$ cat src/rtl/audio_gain_ramp.sv
// ---------------------------------------------------------------------------
// audio_gain_ramp
//
// Gain stage between the audio sample buffer and the AC97 sample input.
// Takes one signed sample at a time, multiplies it by an unsigned fixed-point
// gain (unity = 2**(GAIN_W-1)), floors and saturates the result, and presents
// it downstream. The applied gain moves one LSB toward the requested gain
// every RAMP_DIV consumed samples, so volume changes and mute do not click.
//
// Ports:
//   clk          system clock
//   reset_b      asynchronous active-low reset
//   in_valid     upstream sample available (level)
//   in_data      upstream sample, two's complement
//   in_ack       one-cycle pulse: in_data has been captured
//   out_valid    scaled sample available (level, held until out_ack)
//   out_data     scaled, saturated sample
//   out_ack      downstream has taken out_data
//   gain_target  requested gain
//   mute         forces the effective target gain to zero
//   gain_cur     gain currently applied
//   clip         one-cycle pulse, coincident with out_valid rising, when the
//                presented sample was saturated
// ---------------------------------------------------------------------------
module audio_gain_ramp #(
  parameter int DATA_W    = 18,
  parameter int GAIN_W    = 8,
  parameter int GAIN_INIT = 128,
  parameter int RAMP_DIV  = 4
) (
  input  logic              clk,
  input  logic              reset_b,
  input  logic              in_valid,
  input  logic [DATA_W-1:0] in_data,
  output logic              in_ack,
  output logic              out_valid,
  output logic [DATA_W-1:0] out_data,
  input  logic              out_ack,
  input  logic [GAIN_W-1:0] gain_target,
  input  logic              mute,
  output logic [GAIN_W-1:0] gain_cur,
  output logic              clip
);

  // Gain is fixed point with one integer bit: 128 == 1.0 for GAIN_W = 8.
  localparam int FRAC_W = GAIN_W - 1;
  // Signed sample times a zero-extended gain needs DATA_W + GAIN_W + 1 bits.
  localparam int PROD_W = DATA_W + GAIN_W + 1;
  localparam int CNT_W  = (RAMP_DIV > 1) ? $clog2(RAMP_DIV) : 1;

  localparam logic [DATA_W-1:0] SAT_MAX = {1'b0, {(DATA_W-1){1'b1}}};
  localparam logic [DATA_W-1:0] SAT_MIN = {1'b1, {(DATA_W-1){1'b0}}};

  typedef enum logic [1:0] {
    IDLE = 2'd0,
    MULT = 2'd1,
    HOLD = 2'd2
  } state_t;

  state_t              state_reg;
  logic [DATA_W-1:0]   sample_reg;
  logic [GAIN_W-1:0]   gain_reg;
  logic [CNT_W-1:0]    ramp_cnt_reg;
  logic                in_ack_reg;
  logic                out_valid_reg;
  logic [DATA_W-1:0]   out_data_reg;
  logic                clip_reg;

  // -------------------------------------------------------------------------
  // Datapath: multiply, floor-shift, saturate
  // -------------------------------------------------------------------------
  logic signed [PROD_W-1:0] sample_ext;
  logic signed [PROD_W-1:0] gain_ext;
  logic signed [PROD_W-1:0] product;
  logic signed [PROD_W-1:0] shifted;
  logic [GAIN_W+1:0]        head;
  logic                     overflow;
  logic [DATA_W-1:0]        sat_value;

  // Both operands are brought to the full product width first, so the
  // multiply is exact: the true product always fits in PROD_W signed bits.
  assign sample_ext = {{(PROD_W-DATA_W){sample_reg[DATA_W-1]}}, sample_reg};
  assign gain_ext   = {{(PROD_W-GAIN_W){1'b0}}, gain_reg};
  assign product    = sample_ext * gain_ext;

  // Arithmetic shift floors toward negative infinity (-1 * 0.5 -> -1).
  assign shifted = product >>> FRAC_W;

  // The shifted value fits in DATA_W bits only if every bit from the output
  // sign bit upward is a copy of that sign bit.
  assign head     = shifted[PROD_W-1:DATA_W-1];
  assign overflow = ~((&head) | ~(|head));

  always_comb begin
    sat_value = shifted[DATA_W-1:0];
    if (overflow) begin
      sat_value = shifted[PROD_W-1] ? SAT_MIN : SAT_MAX;
    end
  end

  // -------------------------------------------------------------------------
  // Gain ramp: one LSB toward the effective target, never past it
  // -------------------------------------------------------------------------
  logic [GAIN_W-1:0] eff_target;
  logic [GAIN_W-1:0] gain_step;
  logic              ramp_wrap;

  assign eff_target = mute ? '0 : gain_target;
  assign ramp_wrap  = (ramp_cnt_reg == CNT_W'(RAMP_DIV - 1));

  // Stepping only when strictly below/above the target keeps the gain inside
  // 0..2**GAIN_W-1 without any explicit wrap guard.
  always_comb begin
    gain_step = gain_reg;
    if (gain_reg < eff_target) begin
      gain_step = gain_reg + GAIN_W'(1);
    end else if (gain_reg > eff_target) begin
      gain_step = gain_reg - GAIN_W'(1);
    end
  end

  // -------------------------------------------------------------------------
  // Control FSM with registered outputs
  // -------------------------------------------------------------------------
  always_ff @(posedge clk or negedge reset_b) begin
    if (!reset_b) begin
      state_reg     <= IDLE;
      sample_reg    <= '0;
      gain_reg      <= GAIN_W'(GAIN_INIT);
      ramp_cnt_reg  <= '0;
      in_ack_reg    <= 1'b0;
      out_valid_reg <= 1'b0;
      out_data_reg  <= '0;
      clip_reg      <= 1'b0;
    end else begin
      // Both pulses last exactly one cycle unless re-armed below.
      in_ack_reg <= 1'b0;
      clip_reg   <= 1'b0;

      case (state_reg)
        IDLE: begin
          if (in_valid) begin
            sample_reg <= in_data;
            in_ack_reg <= 1'b1;
            state_reg  <= MULT;
          end
        end

        MULT: begin
          // gain_reg cannot change in this state, so the sample is scaled by
          // the gain in effect during this cycle.
          out_data_reg  <= sat_value;
          out_valid_reg <= 1'b1;
          clip_reg      <= overflow;
          state_reg     <= HOLD;
        end

        HOLD: begin
          // Returning to IDLE (rather than capturing here) means an in_valid
          // present at this edge is taken one edge later.
          if (out_ack) begin
            out_valid_reg <= 1'b0;
            state_reg     <= IDLE;
            if (ramp_wrap) begin
              ramp_cnt_reg <= '0;
              gain_reg     <= gain_step;
            end else begin
              ramp_cnt_reg <= ramp_cnt_reg + CNT_W'(1);
            end
          end
        end

        default: begin
          state_reg     <= IDLE;
          out_valid_reg <= 1'b0;
        end
      endcase
    end
  end

  assign in_ack    = in_ack_reg;
  assign out_valid = out_valid_reg;
  assign out_data  = out_data_reg;
  assign gain_cur  = gain_reg;
  assign clip      = clip_reg;

endmodule

$ cat config.mk
export PLATFORM = sky130hd
export DESIGN_NAME = audio_gain_ramp
export DESIGN_NICKNAME = d
export VERILOG_FILES = /design/src/rtl/audio_gain_ramp.sv
export SDC_FILE = /design/constraint.sdc
export NUM_CORES = 1
export LEC_CHECK = 0
export CAP_MARGIN = 25
export CORE_ASPECT_RATIO = 1.1
export CORE_MARGIN = 3
export CORE_UTILIZATION = 25
export CTS_BUF_LIST = sky130_fd_sc_hd__clkbuf_2
export CTS_CLUSTER_SIZE = 40
export DETAILED_ROUTE_END_ITERATION = 8
export PLACE_DENSITY = 0.39
export RECOVER_POWER = 50
export SLEW_MARGIN = 20
export SYNTH_ARGS = -nofsm -noshare
export SYNTH_HDL_FRONTEND = slang
export SYNTH_SLANG_ARGS = --single-unit
$ cat constraint.sdc
create_clock -name clk -period 6.3 [get_ports clk]
set_input_delay 1.575 -clock clk [delete_from_list [all_inputs] [get_ports clk]]
set_output_delay 1.575 -clock clk [all_outputs]
set_load 0.1 [all_outputs]
# --- Word-level counts from Yosys, hierarchy flattened ---
# Cells that the tools add are included.
totals:
  regBits: 51
  input_bits: 31
  output_inout_bits: 29
  word_cells: 46
op_classes:
  n_addsub: 3
  multipliers: 1
  n_lt_le_gt_ge: 2
  eq_ne: 5
  mux: 14
  n_bitwise: 4
  n_reduce_logical: 9
op_table:
  columns: ["cell", "count"]
  rows:
  - ["18-bit 2-to-1 mux", 2]
  - ["18-bit by 9-bit multiplier with 27-bit output", 1]
  - ["8-bit 2-to-1 mux", 3]
  - ["8-bit by 1-bit adder with 8-bit output, second input constant", 1]
  - ["8-bit greater-than comparator", 1]
  - ["8-bit less-than comparator", 1]
  - ["2-bit AND reduction", 4]
  - ["8-bit by 1-bit subtractor with 8-bit output, second input constant", 1]
  - ["2-bit 2-to-1 mux", 3]
  - ["2-bit case mux with 3 select lines", 1]
  - ["2-bit equality test, second input constant", 2]
  - ["1-bit 2-to-1 mux", 4]
  - ["2-bit inequality test, second input constant", 2]
  - ["4-bit AND reduction", 1]
  - ["1-bit NOT", 3]
  - ["1-bit case mux with 3 select lines", 1]
  - ["3-bit AND reduction", 1]
  - ["3-bit OR reduction", 1]
  - ["2-bit by 1-bit adder with 2-bit output, second input constant", 1]
  - ["2-bit by 1-bit equality test with 1-bit output, second input constant", 1]
  - ["2-bit zero test", 1]
  - ["2-bit nonzero test", 1]
  - ["1-bit bitwise OR", 1]

# --- Logic depth before layout (Yosys ltp) ---
logic_depth:
  depth_word: 6
  depth_mapped: 23
  mapped_depth_nobuf: 20

# --- Worst setup path after synthesis ---
# OpenSTA, ideal clock, no wires.
synth_timing:
  kind: "register to register"
  start: "register gain_reg[0], in the netlist gain_cur[0]"
  end: "register out_data_reg[1], in the netlist out_data[1]"
  setup_time_ns: 0.126
  arrival_ns: 5.792
  required_ns: 6.174
  path_slack_ns: 0.382
  path_stages_with_launch: 21
  n_path_buf: 3
  period_less_slack_ns: 5.918
  path_cell_list: "dfrtp_1 buf_6 clkbuf_1 nand2_1 fa_1 inv_1 fa_1 fa_1 inv_1 fa_1 inv_1 ha_1 a21oi_1 o21ai_0 a221oi_1 o21ai_1 or3_1 o221ai_2 nor2_4 buf_6 a221o_1"
synth_via:
  elab_chain_cells: 5
  elab_cells_between_ends: 7
  classes_between: "mul: 1; mux: 2; bitwise: 2; reduce/logical: 2"
synth_lines:
  columns: ["item", "line_no", "text"]
  rows:
  - ["start: declaration", "62", "logic [GAIN_W-1:0] gain_reg;"]
  - ["start signal: assignment", "129", "gain_reg <= GAIN_W'(GAIN_INIT);"]
  - ["start signal: assignment", "166", "gain_reg <= gain_step;"]
  - ["18-bit by 9-bit multiplier with 27-bit output (*)", "84", "assign product = sample_ext * gain_ext;"]
  - ["3-bit OR reduction", "92", "assign overflow = ~((&head) | ~(|head));"]
  - ["1-bit NOT", "92", null]
  - ["1-bit bitwise OR", "92", null]
  - ["18-bit 2-to-1 mux (*)", "96", "if (overflow) begin"]
  - ["end signal: assignment", "152", "out_data_reg <= sat_value;"]
  - ["end: declaration", "66", "logic [DATA_W-1:0] out_data_reg;"]
# Mark *: on every way between the ends. The rest lies on a longest branch, timed or not.
# A chain may end at the register's enable or synchronous reset.

# --- Worst setup path in the final report ---
layout_timing:
  start: "register gain_reg[0], in the netlist gain_cur[0]"
  end: "register out_data_reg[11], in the netlist out_data[11]"
# The elaborated chain is that of the path after synthesis.

==> impl_metrics.py <==
metrics = {
    "sta": {
        "fmax_ghz": 0.171,
        "final_worst_hold_slack_ps": 529,
        "final-hold-violation-count": 0,
        "clock_skew_ps": 63.1,
        "timing.max_slew.rel_slack": -1.03,
        "rsz0062_at_grt": "false",
        "final.setup.tns_ps": 0,
        "maxSlewViolCount": 52,
        "count_of_final_setup_violators": 0,
        "period_needed_ps": 5840,
        "min_period_over_period": 0.926,
        "worst_pin_slew_ps": 3050,
        "finalWorstSetupSlack_ps": 464,
    },
    "floorplanning": {
        "boundaryPins": 60,
        "placeableCoreArea_um2": 29100,
        "die_height_um": 188,
        "die_area_um2": 32200,
        "initial_core_util": 0.258,
        "die_w_um": 171,
        "std_cell_rows": 65,
    },
    "route": {
        "drt-pass1-iter-count": 4,
        "via_count": 5324,
        "drc_errors": 0,
        "number_of_nets_still_failing_antenna_checks_after_routing": 0,
        "routed_wl_um": 19100,
        "wl_per_cell_um": 15.9,
        "avgViaCountPerCell": 4.43,
        "drt_iter0_markers": 177,
    },
    "synth": {
        "synth_top_cell_area_share": 0.304,
        "netlist_top_cells_area": "sky130_fd_sc_hd__fa_1 30%, sky130_fd_sc_hd__dfrtp_1 17%, sky130_fd_sc_hd__ha_1 11%, sky130_fd_sc_hd__inv_1 7.5%, sky130_fd_sc_hd__and2_1 6.2%",
        "ys_async_sr_fraction": 1.00,
        "syn_area_um2": 7510,
        "ys_ff_latch": 51,
        "ys_types": 57,
        "synthesis.yosys.warnings": 0,
        "synth_enable_flop_cells": 0,
        "postSynthCellCount": 778,
        "syn_nets": 988,
        "synthTopCellsByCount": "151 x sky130_fd_sc_hd__inv_1, 114 x sky130_fd_sc_hd__fa_1, 83 x sky130_fd_sc_hd__nand2_1",
        "yosys_most_used_dff": "sky130_fd_sc_hd__dfrtp_1",
        "post-synth-top-area-cell": "sky130_fd_sc_hd__fa_1",
        "synth-seq-area-share": 0.170,
        "post_synth.cell_area_avg_um2": 9.65,
        "synth.most_common_cell": "sky130_fd_sc_hd__inv_1",
    },
    "clocking": {
        "cts-buffers-inserted": 5,
        "clk_transition_reported_paths_ps": 370,
        "cts.htree.levels": 2,
        "cts.root.buffer_cell": "sky130_fd_sc_hd__clkbuf_2",
        "tritoncts": "done",
        "cts_sinks": 51,
        "deepest_clock_path_buffer_count": 2,
        "worstSkewPairLatency_ps": 550,
    },
    "global_routing": {
        "track_usage": 0.130,
        "gr-total-overflow": 0,
        "number_of_antenna_violations_at_the_first_check_in_global_routing": 1,
        "first_global_vias": 6056,
        "pin_count_of_the_biggest_net_entering_global_routing": 52,
        "grt_pass1_wl_um": 33000,
    },
    "layout": {
        "synthToLayoutAreaGrowth_pct": 14.4,
        "final.fill_count": 3107,
        "num-nets-final": 1041,
        "design_area_um2": 8590,
        "final_layout_size_suffix_gt1_frac": 0.0769,
    },
    "critical_path": {
        "max_stage_delay_ps": 700,
        "req_time_crit_path_ps": 6760,
        "critical_path_arrival_ps": 6300,
        "critPathSlowestCell": "sky130_fd_sc_hd__fa_1",
        "crit_family": "adder cells",
        "cpMostUsedCell": "sky130_fd_sc_hd__fa_1",
        "worstSetupStartpointType": "flip-flop",
        "buf_inv_stages_crit_path": 3,
        "crit_type": "flip-flop to flip-flop",
        "worstPathMaxFanout": 16,
        "crit_path_end_kind": "flip-flop",
        "cp_cell_sequence": "nand2_1 -> fa_1 -> inv_1 -> fa_1 -> fa_1 -> inv_1 -> fa_1 -> inv_1 -> ha_1 -> nand3_1 -> nor4_1 -> nand3_1 -> o21ai_2 -> xnor2_4 -> o221ai_2 -> nor2_4 -> a221o_1",
    },
    "outcome": {
        "failed_checks": "max-capacitance violations, max-slew violations",
        "status": "finished with violations",
    },
    "job": {
        "drv.max_cap_violation_count": 1,
    },
    "worst_hold_path": {
        "hold_class": "flip-flop to flip-flop",
    },
    "place": {
        "gpl.final_weighted_congestion": 0.738,
        "post-dp-hpwl_um": 15300,
        "dpl_cell_area_um2": 8540,
        "placement.io_buffers": 59,
        "detailedPlace.worstSlack_ps": 438,
    },
}
[layout make-up]
type	instances	area, um^2	area share
well taps	368	460	0.0536
flip-flops and latches	51	1280	0.149
clock buffers	5	25.0	0.00291
multi-input cells	548	5530	0.644
diodes	1	2.50	0.000291
inverters	151	567	0.0660
repair buffers	74	691	0.0804
clock inverters	3	28.8	0.00335
[worst register-to-register path, cell delays in order, from the launching register on]
cell                       delay [ps]
sky130_fd_sc_hd__dfrtp_1          640
sky130_fd_sc_hd__nand2_1          210
sky130_fd_sc_hd__fa_1             700
sky130_fd_sc_hd__inv_1            120
sky130_fd_sc_hd__fa_1             470
sky130_fd_sc_hd__fa_1             540
sky130_fd_sc_hd__inv_1             50
sky130_fd_sc_hd__fa_1             470
sky130_fd_sc_hd__inv_1             40
sky130_fd_sc_hd__ha_1             340
sky130_fd_sc_hd__nand3_1          150
sky130_fd_sc_hd__nor4_1           660
sky130_fd_sc_hd__nand3_1          170
sky130_fd_sc_hd__o21ai_2          270
sky130_fd_sc_hd__xnor2_4          200
sky130_fd_sc_hd__o221ai_2         180
sky130_fd_sc_hd__nor2_4           350
sky130_fd_sc_hd__a221o_1          180
[cells by family after synthesis]
logic type,Yosys count,synth area share
AND/OR/NAND/NOR,218,0.155
buffers and inverters,179,0.0932
adder cells (fa/ha/maj),179,0.412
AO/OA/AOI/OAI,94,0.0920
flip-flops,51,0.170
XOR/XNOR,33,0.0410
multiplexers,24,0.0360
[placed cells by master, fill, tap and decap left out, types with 13 or more instances in the layout]
master / Yosys / layout
sky130_fd_sc_hd__inv_1: 151 / 151
sky130_fd_sc_hd__ha_1: 65 / 65
sky130_fd_sc_hd__clkdlybuf4s50_1: 0 / 56
sky130_fd_sc_hd__buf_4: 1 / 13
sky130_fd_sc_hd__a21o_1: 16 / 16
sky130_fd_sc_hd__a21oi_1: 27 / 27
sky130_fd_sc_hd__mux2_2: 24 / 24
sky130_fd_sc_hd__a221o_1: 16 / 16
sky130_fd_sc_hd__nand2_1: 83 / 83
sky130_fd_sc_hd__xnor2_1: 20 / 20
sky130_fd_sc_hd__and2_1: 75 / 75
sky130_fd_sc_hd__fa_1: 114 / 114
sky130_fd_sc_hd__dfrtp_1: 50 / 46
[final timing paths]
path | start | endpoint | slack (ps) | cells past startpoint
setup reg to reg | gain_cur[0] | out_data[11] | 460 | 17
max in group asynchronous | reset_b | gain_cur[1] | 2400 | 2
hold / removal | out_valid | out_valid | 530 | 1
setup / recovery | gain_cur[0] | out_data[11] | 460 | 17
hold reg to reg | out_valid | out_valid | 530 | 1
min in group asynchronous | reset_b | out_valid | 2040 | 2
[stage by stage]
step	std cells	utilization
2_1_floorplan	778	-
3_3_place_gp	1192	0.293
3_5_place_dp	1192	0.293
4_1_cts	1200	0.295
5_1_grt	1201	0.295
6_report	1201	0.295
[routing by layer]
metal	up-vias	track usage	wire length (um)
met2	37	0.237	10300
met4	0	0.0223	166
met1	2727	0.167	8310
li1	2555	-	-
met5	-	0	0
met3	5	0.0118	283
[what timing repair did]
action / 4_1_cts / 5_1_grt
hold buffers: 0 / 0
endpoints found under the setup margin: 0 / 17
endpoints found under the hold margin: 0 / 0
gates resized for setup: 0 / 4
setup buffers: 0 / 0
Power is left out: the tool's default activity adds up to more than one toggle a clock period on the data nets, which glitch-free logic cannot reach.
